`src/rtl/mreq_exec_pkg.sv`:
```
// Shared definitions for the memory-request executor: the packed request
// layout and helpers that decode the word-size field.
package mreq_exec_pkg;

    localparam int MREQ_NBIT = 44;

    localparam logic [1:0] MREQ_WSIZE_1B = 2'd0;
    localparam logic [1:0] MREQ_WSIZE_2B = 2'd1;
    localparam logic [1:0] MREQ_WSIZE_4B = 2'd2;

    typedef struct packed {
        logic        wr;
        logic        aincr;
        logic [1:0]  wsize;
        logic [7:0]  wcount;
        logic [31:0] addr;
    } mreq_t;

    function automatic mreq_t unpack_mreq(input logic [MREQ_NBIT-1:0] raw);
        return mreq_t'(raw);
    endfunction

    // Index of the last byte of a word; the reserved code 3 behaves as 2 bytes.
    function automatic logic [1:0] wsize_last_byte(input logic [1:0] wsize);
        case (wsize)
            MREQ_WSIZE_1B: return 2'd0;
            MREQ_WSIZE_2B: return 2'd1;
            MREQ_WSIZE_4B: return 2'd3;
            default:       return 2'd1;
        endcase
    endfunction

    function automatic logic [3:0] wsize_sel(input logic [1:0] wsize);
        case (wsize)
            MREQ_WSIZE_1B: return 4'b0001;
            MREQ_WSIZE_2B: return 4'b0011;
            MREQ_WSIZE_4B: return 4'b1111;
            default:       return 4'b0011;
        endcase
    endfunction

endpackage

```
`src/rtl/mreq_exec_timer.sv`:
```
// Access watchdog: reloads while idle, counts down while the strobe is up and
// flags expiry after TIMEOUT_CYCLES strobe cycles.
module mreq_exec_timer #(
    parameter int TIMEOUT_CYCLES = 255
) (
    input  logic i_clk,
    input  logic i_rst,
    input  logic load,
    input  logic run,
    output logic expire
);
    localparam int CNT_W = $clog2(TIMEOUT_CYCLES + 1);
    localparam logic [CNT_W-1:0] CNT_INIT = CNT_W'(TIMEOUT_CYCLES - 1);

    logic [CNT_W-1:0] count_r;

    // Down-counter with reload; holds at zero once expired.
    always_ff @(posedge i_clk or posedge i_rst) begin
        if (i_rst) begin
            count_r <= '0;
        end else if (load) begin
            count_r <= CNT_INIT;
        end else if (run && (count_r != '0)) begin
            count_r <= count_r - CNT_W'(1);
        end else begin
            count_r <= count_r;
        end
    end

    assign expire = run && (count_r == '0);

endmodule

```
`src/rtl/mreq_exec.sv`:
```
// Memory-request executor: runs one mreq as a series of single-word bus
// accesses. Define MREQ_EXEC_TIMEOUT_EN to abort accesses that never ack.
module mreq_exec
    import mreq_exec_pkg::*;
#(
    parameter int TIMEOUT_CYCLES = 255
) (
    input  logic                 i_clk,
    input  logic                 i_rst,
    input  logic                 i_mreq_valid,
    output logic                 o_mreq_ready,
    input  logic [MREQ_NBIT-1:0] i_mreq,
    input  logic                 i_wdata_valid,
    input  logic [7:0]           i_wdata,
    output logic                 o_wdata_ready,
    output logic                 o_rdata_valid,
    output logic [7:0]           o_rdata,
    input  logic                 i_rdata_ready,
    output logic                 o_wb_cyc,
    output logic                 o_wb_stb,
    output logic                 o_wb_we,
    output logic [31:0]          o_wb_adr,
    output logic [31:0]          o_wb_dat,
    output logic [3:0]           o_wb_sel,
    input  logic [31:0]          i_wb_dat,
    input  logic                 i_wb_ack,
    output logic                 o_err_timeout
);
    localparam logic [2:0] ST_IDLE      = 3'd0;
    localparam logic [2:0] ST_WR_GATHER = 3'd1;
    localparam logic [2:0] ST_WR_BUS    = 3'd2;
    localparam logic [2:0] ST_RD_BUS    = 3'd3;
    localparam logic [2:0] ST_RD_SEND   = 3'd4;

    if (TIMEOUT_CYCLES < 1) begin : g_bad_timeout
        $error("TIMEOUT_CYCLES must be at least 1");
    end

    logic [2:0]  state_r;
    logic        mreq_ready_r, wdata_ready_r, rdata_valid_r, err_r;
    logic        cyc_r, stb_r, we_r, aincr_r;
    logic [31:0] adr_r, dat_r, rd_word_r;
    logic [3:0]  sel_r;
    logic [7:0]  rdata_r, words_left_r;
    logic [1:0]  byte_idx_r, last_idx_r;

    mreq_t       mreq_s;
    logic        accept_s, wbyte_s, rbyte_s, ack_s, timeout_s, done_s;
    logic        last_word_s, last_byte_s;
    logic [1:0]  byte_nxt_s;
    logic [31:0] rd_in_s, adr_next_s;

    assign mreq_s      = unpack_mreq(i_mreq);
    assign accept_s    = mreq_ready_r & i_mreq_valid;
    assign wbyte_s     = wdata_ready_r & i_wdata_valid;
    assign rbyte_s     = rdata_valid_r & i_rdata_ready;
    assign ack_s       = stb_r & i_wb_ack;
    assign done_s      = ack_s | timeout_s;
    assign last_word_s = (words_left_r == 8'd0);
    assign last_byte_s = (byte_idx_r == last_idx_r);
    assign byte_nxt_s  = byte_idx_r + 2'd1;
    assign adr_next_s  = adr_r + {31'd0, aincr_r};
    // An aborted read returns zeros so the byte stream keeps its framing.
    assign rd_in_s     = ack_s ? i_wb_dat : 32'h0000_0000;

`ifdef MREQ_EXEC_TIMEOUT_EN
    logic expire_s;

    mreq_exec_timer #(
        .TIMEOUT_CYCLES(TIMEOUT_CYCLES)
    ) u_timer (
        .i_clk (i_clk),
        .i_rst (i_rst),
        .load  (~stb_r),
        .run   (stb_r),
        .expire(expire_s)
    );

    assign timeout_s = expire_s & ~i_wb_ack;
`else
    assign timeout_s = 1'b0;
`endif

    // Request sequencer and all registered bus/stream outputs.
    always_ff @(posedge i_clk or posedge i_rst) begin
        if (i_rst) begin
            state_r       <= ST_IDLE;
            mreq_ready_r  <= 1'b0;
            wdata_ready_r <= 1'b0;
            rdata_valid_r <= 1'b0;
            err_r         <= 1'b0;
            cyc_r         <= 1'b0;
            stb_r         <= 1'b0;
            we_r          <= 1'b0;
            aincr_r       <= 1'b0;
            adr_r         <= 32'h0000_0000;
            dat_r         <= 32'h0000_0000;
            rd_word_r     <= 32'h0000_0000;
            sel_r         <= 4'h0;
            rdata_r       <= 8'h00;
            words_left_r  <= 8'h00;
            byte_idx_r    <= 2'd0;
            last_idx_r    <= 2'd0;
        end else begin
            err_r <= timeout_s;
            case (state_r)
                ST_IDLE: begin
                    if (accept_s) begin
                        mreq_ready_r <= 1'b0;
                        cyc_r        <= 1'b1;
                        we_r         <= mreq_s.wr;
                        aincr_r      <= mreq_s.aincr;
                        adr_r        <= mreq_s.addr;
                        sel_r        <= wsize_sel(mreq_s.wsize);
                        last_idx_r   <= wsize_last_byte(mreq_s.wsize);
                        words_left_r <= mreq_s.wcount;
                        byte_idx_r   <= 2'd0;
                        dat_r        <= 32'h0000_0000;
                        if (mreq_s.wr) begin
                            wdata_ready_r <= 1'b1;
                            state_r       <= ST_WR_GATHER;
                        end else begin
                            stb_r   <= 1'b1;
                            state_r <= ST_RD_BUS;
                        end
                    end else begin
                        mreq_ready_r <= 1'b1;
                    end
                end
                ST_WR_GATHER: begin
                    if (wbyte_s) begin
                        dat_r[{byte_idx_r, 3'b000} +: 8] <= i_wdata;
                        if (last_byte_s) begin
                            wdata_ready_r <= 1'b0;
                            stb_r         <= 1'b1;
                            byte_idx_r    <= 2'd0;
                            state_r       <= ST_WR_BUS;
                        end else begin
                            byte_idx_r <= byte_nxt_s;
                        end
                    end
                end
                ST_WR_BUS: begin
                    if (done_s) begin
                        stb_r <= 1'b0;
                        adr_r <= adr_next_s;
                        if (last_word_s) begin
                            cyc_r        <= 1'b0;
                            we_r         <= 1'b0;
                            mreq_ready_r <= 1'b1;
                            state_r      <= ST_IDLE;
                        end else begin
                            words_left_r  <= words_left_r - 8'd1;
                            dat_r         <= 32'h0000_0000;
                            wdata_ready_r <= 1'b1;
                            state_r       <= ST_WR_GATHER;
                        end
                    end
                end
                ST_RD_BUS: begin
                    if (done_s) begin
                        stb_r         <= 1'b0;
                        adr_r         <= adr_next_s;
                        rd_word_r     <= rd_in_s;
                        rdata_r       <= rd_in_s[7:0];
                        rdata_valid_r <= 1'b1;
                        byte_idx_r    <= 2'd0;
                        state_r       <= ST_RD_SEND;
                    end
                end
                ST_RD_SEND: begin
                    if (rbyte_s) begin
                        if (last_byte_s) begin
                            rdata_valid_r <= 1'b0;
                            byte_idx_r    <= 2'd0;
                            if (last_word_s) begin
                                cyc_r        <= 1'b0;
                                we_r         <= 1'b0;
                                mreq_ready_r <= 1'b1;
                                state_r      <= ST_IDLE;
                            end else begin
                                words_left_r <= words_left_r - 8'd1;
                                stb_r        <= 1'b1;
                                state_r      <= ST_RD_BUS;
                            end
                        end else begin
                            byte_idx_r <= byte_nxt_s;
                            rdata_r    <= rd_word_r[{byte_nxt_s, 3'b000} +: 8];
                        end
                    end
                end
                default: begin
                    cyc_r         <= 1'b0;
                    stb_r         <= 1'b0;
                    we_r          <= 1'b0;
                    wdata_ready_r <= 1'b0;
                    rdata_valid_r <= 1'b0;
                    state_r       <= ST_IDLE;
                end
            endcase
        end
    end

    assign o_mreq_ready  = mreq_ready_r;
    assign o_wdata_ready = wdata_ready_r;
    assign o_rdata_valid = rdata_valid_r;
    assign o_rdata       = rdata_r;
    assign o_wb_cyc      = cyc_r;
    assign o_wb_stb      = stb_r;
    assign o_wb_we       = we_r;
    assign o_wb_adr      = adr_r;
    assign o_wb_dat      = dat_r;
    assign o_wb_sel      = sel_r;
    assign o_err_timeout = err_r;

endmodule
```
`config.mk`:
```
export PLATFORM = sky130hd
export DESIGN_NAME = mreq_exec
export DESIGN_NICKNAME = d
export VERILOG_FILES = /design/src/rtl/mreq_exec_pkg.sv /design/src/rtl/mreq_exec_timer.sv /design/src/rtl/mreq_exec.sv
export SDC_FILE = /design/constraint.sdc
export NUM_CORES = 1
export LEC_CHECK = 0
export CORE_MARGIN = 4
export CORE_UTILIZATION = 40
export DETAILED_ROUTE_END_ITERATION = 6
export HOLD_SLACK_MARGIN = 0.12
export PLACE_DENSITY = 0.71
export SLEW_MARGIN = 0
export SYNTH_ARGS = -nofsm -noshare
export SYNTH_HDL_FRONTEND = slang
export SYNTH_SLANG_ARGS = --single-unit
```
`constraint.sdc`:
```
create_clock -name i_clk -period 4.5 [get_ports i_clk]
set_clock_uncertainty 0.05 [all_clocks]
set_input_delay 0.675 -clock i_clk [delete_from_list [all_inputs] [get_ports i_clk]]
set_output_delay 0.675 -clock i_clk [all_outputs]
set_load 0.02 [all_outputs]
```
==> results of run 1 <==
-- Yosys cell counts, types with 5 or more instances --
cell type and count:
sky130_fd_sc_hd__dfrtp_1 127, sky130_fd_sc_hd__nand2_1 87, sky130_fd_sc_hd__o21ai_0 63, sky130_fd_sc_hd__a21oi_1 54, sky130_fd_sc_hd__nor2_1 40, sky130_fd_sc_hd__mux2_2 32, sky130_fd_sc_hd__inv_1 28, sky130_fd_sc_hd__nand3_1 26
sky130_fd_sc_hd__buf_2 25, sky130_fd_sc_hd__o31ai_1 18, sky130_fd_sc_hd__clkbuf_1 12, sky130_fd_sc_hd__nor3_1 12, sky130_fd_sc_hd__o22ai_1 11, sky130_fd_sc_hd__a31oi_1 9, sky130_fd_sc_hd__mux2i_1 9, sky130_fd_sc_hd__a211oi_1 8
sky130_fd_sc_hd__ha_1 8, sky130_fd_sc_hd__mux4_2 8, sky130_fd_sc_hd__o22a_1 8, sky130_fd_sc_hd__and3_1 7, sky130_fd_sc_hd__and4_1 6, sky130_fd_sc_hd__o211ai_1 6, sky130_fd_sc_hd__nand4_1 5
-- kinds of logic (layout without fill, tap and decap cells) --
family,count (synthesis),after routing
AOI/OAI and AO/OA,209,209
DFF,127,127
buffers and inverters,74,238
adders and majority gates,8,8
xor gates and xnor gates,3,3
other,1,1
and+or+nand+nor,224,224
muxes,49,49
-- worst reg2reg max path, cell delays in order, from the launching register on --
cell                      delay (ns)
sky130_fd_sc_hd__dfrtp_1        0.81
sky130_fd_sc_hd__inv_1          0.21
sky130_fd_sc_hd__ha_1           0.72
sky130_fd_sc_hd__nand2_1        0.14
sky130_fd_sc_hd__nor4_2         0.62
sky130_fd_sc_hd__nand2_1        0.10
sky130_fd_sc_hd__o21ai_0        0.20
-- path summary, 6_finish.rpt --
| path | start | end | slack [ns] | cells after the start |
|---|---|---|---|---|
| setup / recovery | byte_idx_r[0]$_DFFE_PP0P_ | o_wb_dat[23]$_DFFE_PP0P_ | 1.56 | 6 |
| hold / removal | o_wb_dat[9]$_DFFE_PP0P_ | o_wb_dat[9]$_DFFE_PP0P_ | 0.42 | 2 |
| setup reg to reg | byte_idx_r[0]$_DFFE_PP0P_ | o_wb_dat[23]$_DFFE_PP0P_ | 1.56 | 6 |
| hold reg to reg | o_wb_dat[9]$_DFFE_PP0P_ | o_wb_dat[9]$_DFFE_PP0P_ | 0.42 | 2 |
| max in group asynchronous | i_rst | o_wb_dat[6]$_DFFE_PP0P_ | 2.89 | 3 |
| min in group asynchronous | i_rst | o_wb_sel[0]$_DFFE_PP0P_ | 0.69 | 2 |
-- registers in the layout, indices dropped and copies added, names as in the netlist, 2 cells and up --
name          cells
words_left_r      8
o_rdata           8
byte_idx_r        2
state_r           3
o_wb_dat         32
rd_word_r        32
o_wb_sel          2
o_wb_adr         32
-- routing by layer --
metal | up-vias | track usage [%] | share of wire, %
met5 | - | 0 | 0.085
met2 | 196 | 32.2 | 48
li1 | 2856 | - | -
met1 | 2836 | 27.0 | 42
met4 | 2 | 7.68 | 2.3
met3 | 31 | 5.66 | 7.4
-- per-stage QoR --
step                std cells  cell area (um2)  util [%]
finish                   1079             9210      55.7
global route             1079             9210      55.7
CTS                      1079             9210      55.7
detailed placement       1048             8590      52.0
global placement         1048             8590      52.0
floorplan                 695             6740         -
-- power groups by stage --
stage	registers, mW	logic [mW]	clock network (mW)
global placement	2.12	2.80	0
global route	2.19	3.14	1.55
finish	2.12	2.84	1.47
detailed placement	2.12	2.85	0
floorplan	2.21	1.74	0
CTS	2.12	2.86	1.49
-- cell type report --
| class | count | area, um2 |
|---|---|---|
| Clock inverter | 13 | 186 |
| Tap cell | 220 | 275 |
| Multi-Input combinational cell | 494 | 3240 |
| Timing Repair Buffer | 178 | 1780 |
| Clock buffer | 18 | 439 |
| Inverter | 29 | 111 |
| Sequential cell | 127 | 3180 |
| Fill cell | 1452 | 7310 |
==> impl.org, run 1 <==
** Run status
- Outcome :: complete, no violations

** Yosys
- Synthesis handed over a netlist of 695 instances.
- The synthesized netlist devotes 0.390% of its cell area to XOR and XNOR gates.
- The number of nets in the synthesized netlist is 793.
- Post-synthesis sequential area ratio :: 47.1%
- Compound-Gate Fraction of Synth Area :: 19.2%
- Post-synthesis adder-cell area fraction :: 1.48%
- By area, the combinational part of the netlist is dominated by compound AO/OA/AOI/OAI gates.
- Count of different cell masters after synthesis :: 66
- Yosys attributes the largest share of cell area to sky130_fd_sc_hd__dfrtp_1, sky130_fd_sc_hd__mux2_2, sky130_fd_sc_hd__nand2_1.
- The Yosys step of the flow raised 0 warnings.
- Multiplexer share of the synthesized area :: 9.35%
- Post-synthesis sequential element count :: 127
- Averaged over all synthesized cells, the footprint is 9.70 um2.
- Summing the areas of all and, or, nand and nor instances in the mapped netlist gives 17.4% of the synthesized area.
- Share of synthesized registers carrying an async set or reset :: 100%
- Count of flip-flops with a built-in enable after synthesis :: 0
- Share of the synthesized area in the top cell type :: 47.1%
- Summed instance area of the synthesized netlist :: 6740 um2
- Main synth FF type :: sky130_fd_sc_hd__dfrtp_1
- Summed over all instances, the cell type with the most area after synthesis is sky130_fd_sc_hd__dfrtp_1.

** Power
- Net switching is 40.5% of the power.
- Summing internal, switching and leakage power gives 6.44 mW.
- Power Density :: 699 nW/um2
- For this design the static power due to leakage is 3.69 nW.
- NetSw :: 2.60 mW
- Internal power :: 3.83 mW
- Combinational group share of total power :: 44.2%
- Per report_power, the clock group accounts for 22.8% of the total.
- Across the VDD grid, the largest voltage drop is 358 uV.
- Registers are responsible for 33.0% of the overall power.

** Route
- ANT nets after route :: 0
- DRC viols :: 0
- Total Routed Length :: 18800 um
- Dividing the detail-routed wire length by the instance count gives 17.4 um.
- Total via count after detailed routing :: 5921
- Detailed Routing Iterations Pass 1 :: 5
- Dividing the detail-routed via count by the number of cells gives 5.49.
- The detailed router finished its first iteration with 347 violations.

** Timing
- Final setup vio count :: 0
- Final critical-path required period :: 2.94 ns
- Adding up every negative setup slack in the final design gives 0 ns.
- Relative max-transition margin :: 22.1%
- Minimum hold slack :: 0.424 ns
- Setup repair after global routing missed its margin :: no
- The hold violation count in the final report came to 0.
- Actual transition at the worst max-transition pin :: 1.16 ns
- After layout, the worst path uses 65.3% of the clock period.
- Fmax :: 340 MHz
- Max Transition Viols Final :: 0
- Worst Slack Setup Final :: 1.56 ns

** Clocking
- The clock passes through at most 2 buffers.
- After clock tree synthesis, the repair step resized 0 gates.
- Clock transition at the register clock pins on the worst setup and hold paths after CTS :: 0.06 ns
- Post-CTS Hold Buffers :: 0
- CTS tree :: built
- Post-CTS timing repair inserted 0 buffers for setup.
- Clock latency on the worst-skew pair, taken at its later pin, is 0.42 ns.
- Sink count of the clock tree :: 127
- Total clock buffers created by CTS :: 17
- CTS H-tree depth :: 4
- Root buf cell :: sky130_fd_sc_hd__clkbuf_16

** Floorplan
- Pin placement for this block handled 173 I/O pins.
- The total area inside the core boundary comes to 16500 um2.
- Number of cell rows :: 47
- Die Ht :: 138 um
- The floorplan step defined a die boundary enclosing 19000 um2.
- The initial utilization of the core area, before any placement, comes to 40.8%.
- Width of the die :: 138 um

** Critical path
- Arrival time at the worst endpoint :: 3.21 ns
- Worst path most repeated cell :: sky130_fd_sc_hd__nand2_1
- On the critical path, the stage with the largest delay is an instance of sky130_fd_sc_hd__dfrtp_1.
- Combined buffer and inverter count along the critical path :: 1
- Max stage delay on crit path :: 0.81 ns
- Element type at the critical path end :: flip-flop
- The critical path in this run is classified as flip-flop to flip-flop.
- Maximum fanout along the worst path :: 16
- Data on the critical path is required at its endpoint by 4.77 ns.
- Traced cell by cell, the critical path runs through inv_1 -> ha_1 -> nand2_1 -> nor4_2 -> nand2_1 -> o21ai_0.
- Startpoint class of the critical path :: flip-flop
- The cell family contributing the most delay on the critical path is simple AND/OR/NAND/NOR gates.

** Job
- Max-cap violations in this run came to 0.

** Global routing
- Entering global routing, the biggest net connects 73 pins.
- The first global-routing pass estimated 30600 um of wire.
- The number of global-route vias before repair came to 5940.
- The number of antenna violations at the first check in global routing was 1.
- Global routing consumed, over all layers together, 20.5% of the routing resources.
- Overflow after GRT :: 0

** Cells and area
- Share of layout cells above drive strength 1 :: 11.6%
- The area growth from synthesis to layout is 36.6%.
- Final antenna diode count :: 0
- Most common cell after layout, fill and taps aside :: sky130_fd_sc_hd__clkdlybuf4s50_1
- For this run, the post-layout net count is 945.
- The library cells used most frequently in the layout, excluding fill and tap cells, are sky130_fd_sc_hd__clkdlybuf4s50_1, sky130_fd_sc_hd__dfrtp_1, sky130_fd_sc_hd__nand2_1.

** Placement
- Final Wtd Congestion :: 0.838
- Detailed placement HPWL :: 13500 um
- Placement-stage worst setup slack :: 1.57 ns
- Number of port buffers :: 171

** Min path
- Hold crit path type :: flip-flop to flip-flop
(Power assumes the default switching activity.)
==> run 2, diff against run 1 <==
Clock period 4.5 ns to 2.8 ns, I/O delays scaled along.
==> run 2 against run 1 <==
  * Utilization up 0.96 points
  * Maximum frequency up 24%
  * Wire length about the same
  * Sequential power up 57%
  * Sequential cell count unchanged
  * Register-to-register slack worse by 1.1 ns
  * Worst setup slack worse by 1.1 ns
  * Die area unchanged
  * Count of clock-buffer cells in the layout down 1
  * Largest power group unchanged
  * Highest routed layer unchanged
==> impl.org, run 2 (same netlist as run 1, synthesis figures left out) <==
** Cells and area
- The area growth from synthesis to layout is 39.0%.
- Share of layout cells above drive strength 1 :: 13.1% (+1.4 points)
- The number of fill cells was 1419 (-2.3%).
- Leaving out fill and tap cells, the most frequent cell in the layout is sky130_fd_sc_hd__clkdlybuf4s50_1.
- Final antenna diode count :: 0 (unchanged)
- In the layout the commonest cells are sky130_fd_sc_hd__clkdlybuf4s50_1, sky130_fd_sc_hd__dfrtp_1, sky130_fd_sc_hd__nand2_1.
- Count of nets after finishing :: 959 (+1.5%)

** Global routing
- The first-pass GRT wire length is 30400 um (-0.57%).
- Overflow after GRT :: 0 (unchanged)
- The maximum number of pins on one net before global-route repair is 53 (-27%).
- The total global-route track usage is 20.5% (about the same).
- Number of antenna violations at the first check in global routing :: 1 (unchanged)
- The number of global-route vias before repair was 6070 (+2.2%).

** Clocking
- The total clock sinks was 127 (unchanged).
- Clock latency on the worst-skew pair :: 0.42 ns (about the same)
- Number of buffers on the longest clock path :: 2 (unchanged)
- CTS H-tree depth :: 4 (unchanged)
- The number of buffers created by CTS came to 17 (unchanged).
- Post-CTS Hold Buffers :: 0 (unchanged)
- Clock tree synthesis selected as its root buffer the cell sky130_fd_sc_hd__clkbuf_16.
- Total setup buffers inserted after CTS :: 0 (unchanged)
- Clock transition at the register clock pins on the worst setup and hold paths after CTS :: 0.06 ns (about the same)
- Count of instances resized after the clock tree is built :: 0 (unchanged)
- CTS tree :: built

** Route
- Highest routed layer :: met5
- The mean number of vias per cell was 5.49 (about the same).
- Routed met2 length :: 9190 um (+2.0%)
- The number of routed nets with antenna violations is 0 (unchanged).
- Length of routed wiring on met1 :: 8010 um (+0.63%)
- DRC viols :: 0 (unchanged)
- The detailed-route wire length came to 18800 um (about the same).
- Met3 wirelength from detailed routing :: 1190 um (-14%)
- The final routed wire length divided by cell count is 17.2 um (-1.2%).
- Detailed Routing Iterations Pass 1 :: 5 (unchanged)
- Initial detailed-routing violation count :: 317 (-8.6%)
- The total via count after detailed routing was 5997 (+1.3%).

** Critical path
- The data arrival at the endpoint of the critical path was 2.63 ns (-0.58 ns).
- Combined buffer and inverter count along the critical path :: 1 (unchanged)
- Critical-path top delay cell :: sky130_fd_sc_hd__o21ai_1
- The worst setup slack for register-to-register paths came to 0.43 ns (-1.13 ns).
- Traced cell by cell, the critical path runs through buf_4 -> xor2_1 -> nor4_2 -> o21ai_1 -> a21oi_1 -> a21o_1.
- Max stage delay on crit path :: 0.73 ns (-0.08 ns)
- Maximum fanout along the worst path :: 15 (-1)
- Family with the most delay on the worst path :: compound AO/OA/AOI/OAI gates
- Element type at the critical path end :: flip-flop
- The required time of the worst setup path was 3.06 ns (-1.71 ns).
- Startpoint class of the critical path :: flip-flop
- The setup path with the least slack is of type flip-flop to flip-flop.

** Floorplan
- Count of boundary I/O pins :: 173 (unchanged)
- The cell row count is 47 (unchanged).
- The width of the die came to 138 um (unchanged).
- The floorplan die area is 19000 um2 (unchanged).
- Initial Utilization :: 40.8% (unchanged)
- The die span in y is 138 um (unchanged).
- Area of the core :: 16500 um2 (unchanged)

** Power
- The switching power summed over all nets was 4.18 mW (+60%).
- Switching power share of the total :: 39.8% (-0.66 points)
- Leakage power summed over all cells :: 3.78 nW (+2.5%)
- The power share of the sequential group came to 31.6% (-1.4 points).
- Clock network fraction of total power :: 22.9% (about the same)
- Worst IR Drop VDD :: 528 uV (+47%)
- Combinational group share of total power :: 45.5% (+1.3 points)
- Power Density :: 1120 nW/um2 (+60%)
- Power consumption :: 10.5 mW (+63%)
- Internal power :: 6.32 mW (+65%)

** Timing
- The hold violation count in the final report was 0 (unchanged).
- The pin slew with the least headroom to its limit came to 1.12 ns (-0.0404 ns).
- Fmax :: 421 MHz (+24%)
- Relative max-transition margin :: 24.8% (+2.7 points)
- The minimum clock period came to 2.37 ns (-0.567 ns).
- The final clock period utilization by the worst path was 84.8% (+19 points).
- The count of endpoints failing setup in the final report is 0 (unchanged).
- Max Transition Viols Final :: 0 (unchanged)
- The setup TNS is 0 ns (unchanged).
- Setup repair after global routing left no endpoint under its margin.

** Min path
- Hold crit path type :: input port to asynchronous set/reset pin

** Placement
- Final Wtd Congestion :: 0.861 (+2.8%)
- The estimated wirelength of the detail-placed design is 13800 um (+2.7%).
- Number of port buffers :: 171 (unchanged)

** Job
- The max-capacitance violation count came to 0 (unchanged).

** Run status
- The run finished with clean final reports.
==> run 2: cell count changes in the layout (fill, tap and decap cells not counted), sizes merged <==
cell	before	now
clkbuf	18	17
bufinv	4	5
inv	32	30
clkinv	2	5
clkinvlp	4	3
buf	7	21
==> run 2: power by group through the flow <==
stage | sequential [mW] | clock (mW) | combinational (mW)
floorplan | 3.56 | 0 | 2.80
global placement | 3.32 | 0 | 4.69
detailed placement | 3.33 | 0 | 4.78
CTS | 3.32 | 2.45 | 4.80
global route | 3.43 | 2.53 | 5.28
finish | 3.32 | 2.40 | 4.77
==> run 2: final cells by class <==
| cell class | count | area (um2) | area share [%] |
|---|---|---|---|
| tap | 220 | 275 | 2.94 |
| clock inverter | 14 | 215 | 2.30 |
| sequential | 127 | 3180 | 33.9 |
| clock buffer | 17 | 425 | 4.54 |
| multi-input combinational | 494 | 3240 | 34.6 |
| inverter | 29 | 113 | 1.20 |
| timing repair buffer | 192 | 1920 | 20.5 |
==> run 2: through the flow <==
| step | std cells | setup slack, ns | util (%) | hold slack [ns] | instance area [um2] |
|---|---|---|---|---|---|
| after global placement | 1062 | 0.367 | 52.8 | 0.411 | 8730 |
| after detailed placement | 1062 | 0.356 | 52.8 | 0.421 | 8730 |
| after floorplan | 695 | 0.481 | - | 0.400 | 6750 |
| after CTS | 1093 | 0.439 | 56.7 | 0.407 | 9370 |
| after global routing | 1093 | 0.133 | 56.7 | 0.433 | 9370 |
| final | 1093 | 0.427 | 56.7 | 0.404 | 9370 |
==> run 2: worst reg2reg max path: stages (launching register included) <==
cell	delay (ns)
sky130_fd_sc_hd__dfrtp_1	0.34
sky130_fd_sc_hd__buf_4	0.26
sky130_fd_sc_hd__xor2_1	0.39
sky130_fd_sc_hd__nor4_2	0.11
sky130_fd_sc_hd__o21ai_1	0.73
sky130_fd_sc_hd__a21oi_1	0.18
sky130_fd_sc_hd__a21o_1	0.21
==> run 2: layer usage <==
| metal | up-vias | GRT usage (%) |
|---|---|---|
| met5 | - | 0 |
| met4 | 2 | 8.18 |
| met3 | 33 | 4.78 |
| met2 | 203 | 33.7 |
| met1 | 2857 | 26.1 |
| li1 | 2902 | - |
==> run 2: path summary, 6_finish.rpt <==
kind,from,end,depth (start not counted)
max,byte_idx_r[0]$_DFFE_PP0P_,state_r[0]$_DFFE_PP0P_,6
min,i_rst,o_wb_dat[15]$_DFFE_PP0P_,2
max reg2reg,byte_idx_r[0]$_DFFE_PP0P_,state_r[0]$_DFFE_PP0P_,6
min in group i_clk,o_wb_dat[12]$_DFFE_PP0P_,o_wb_dat[12]$_DFFE_PP0P_,2
min reg2reg,o_wb_dat[12]$_DFFE_PP0P_,o_wb_dat[12]$_DFFE_PP0P_,2
max in group asynchronous,i_rst,last_idx_r[0]$_DFFE_PP0P_,3
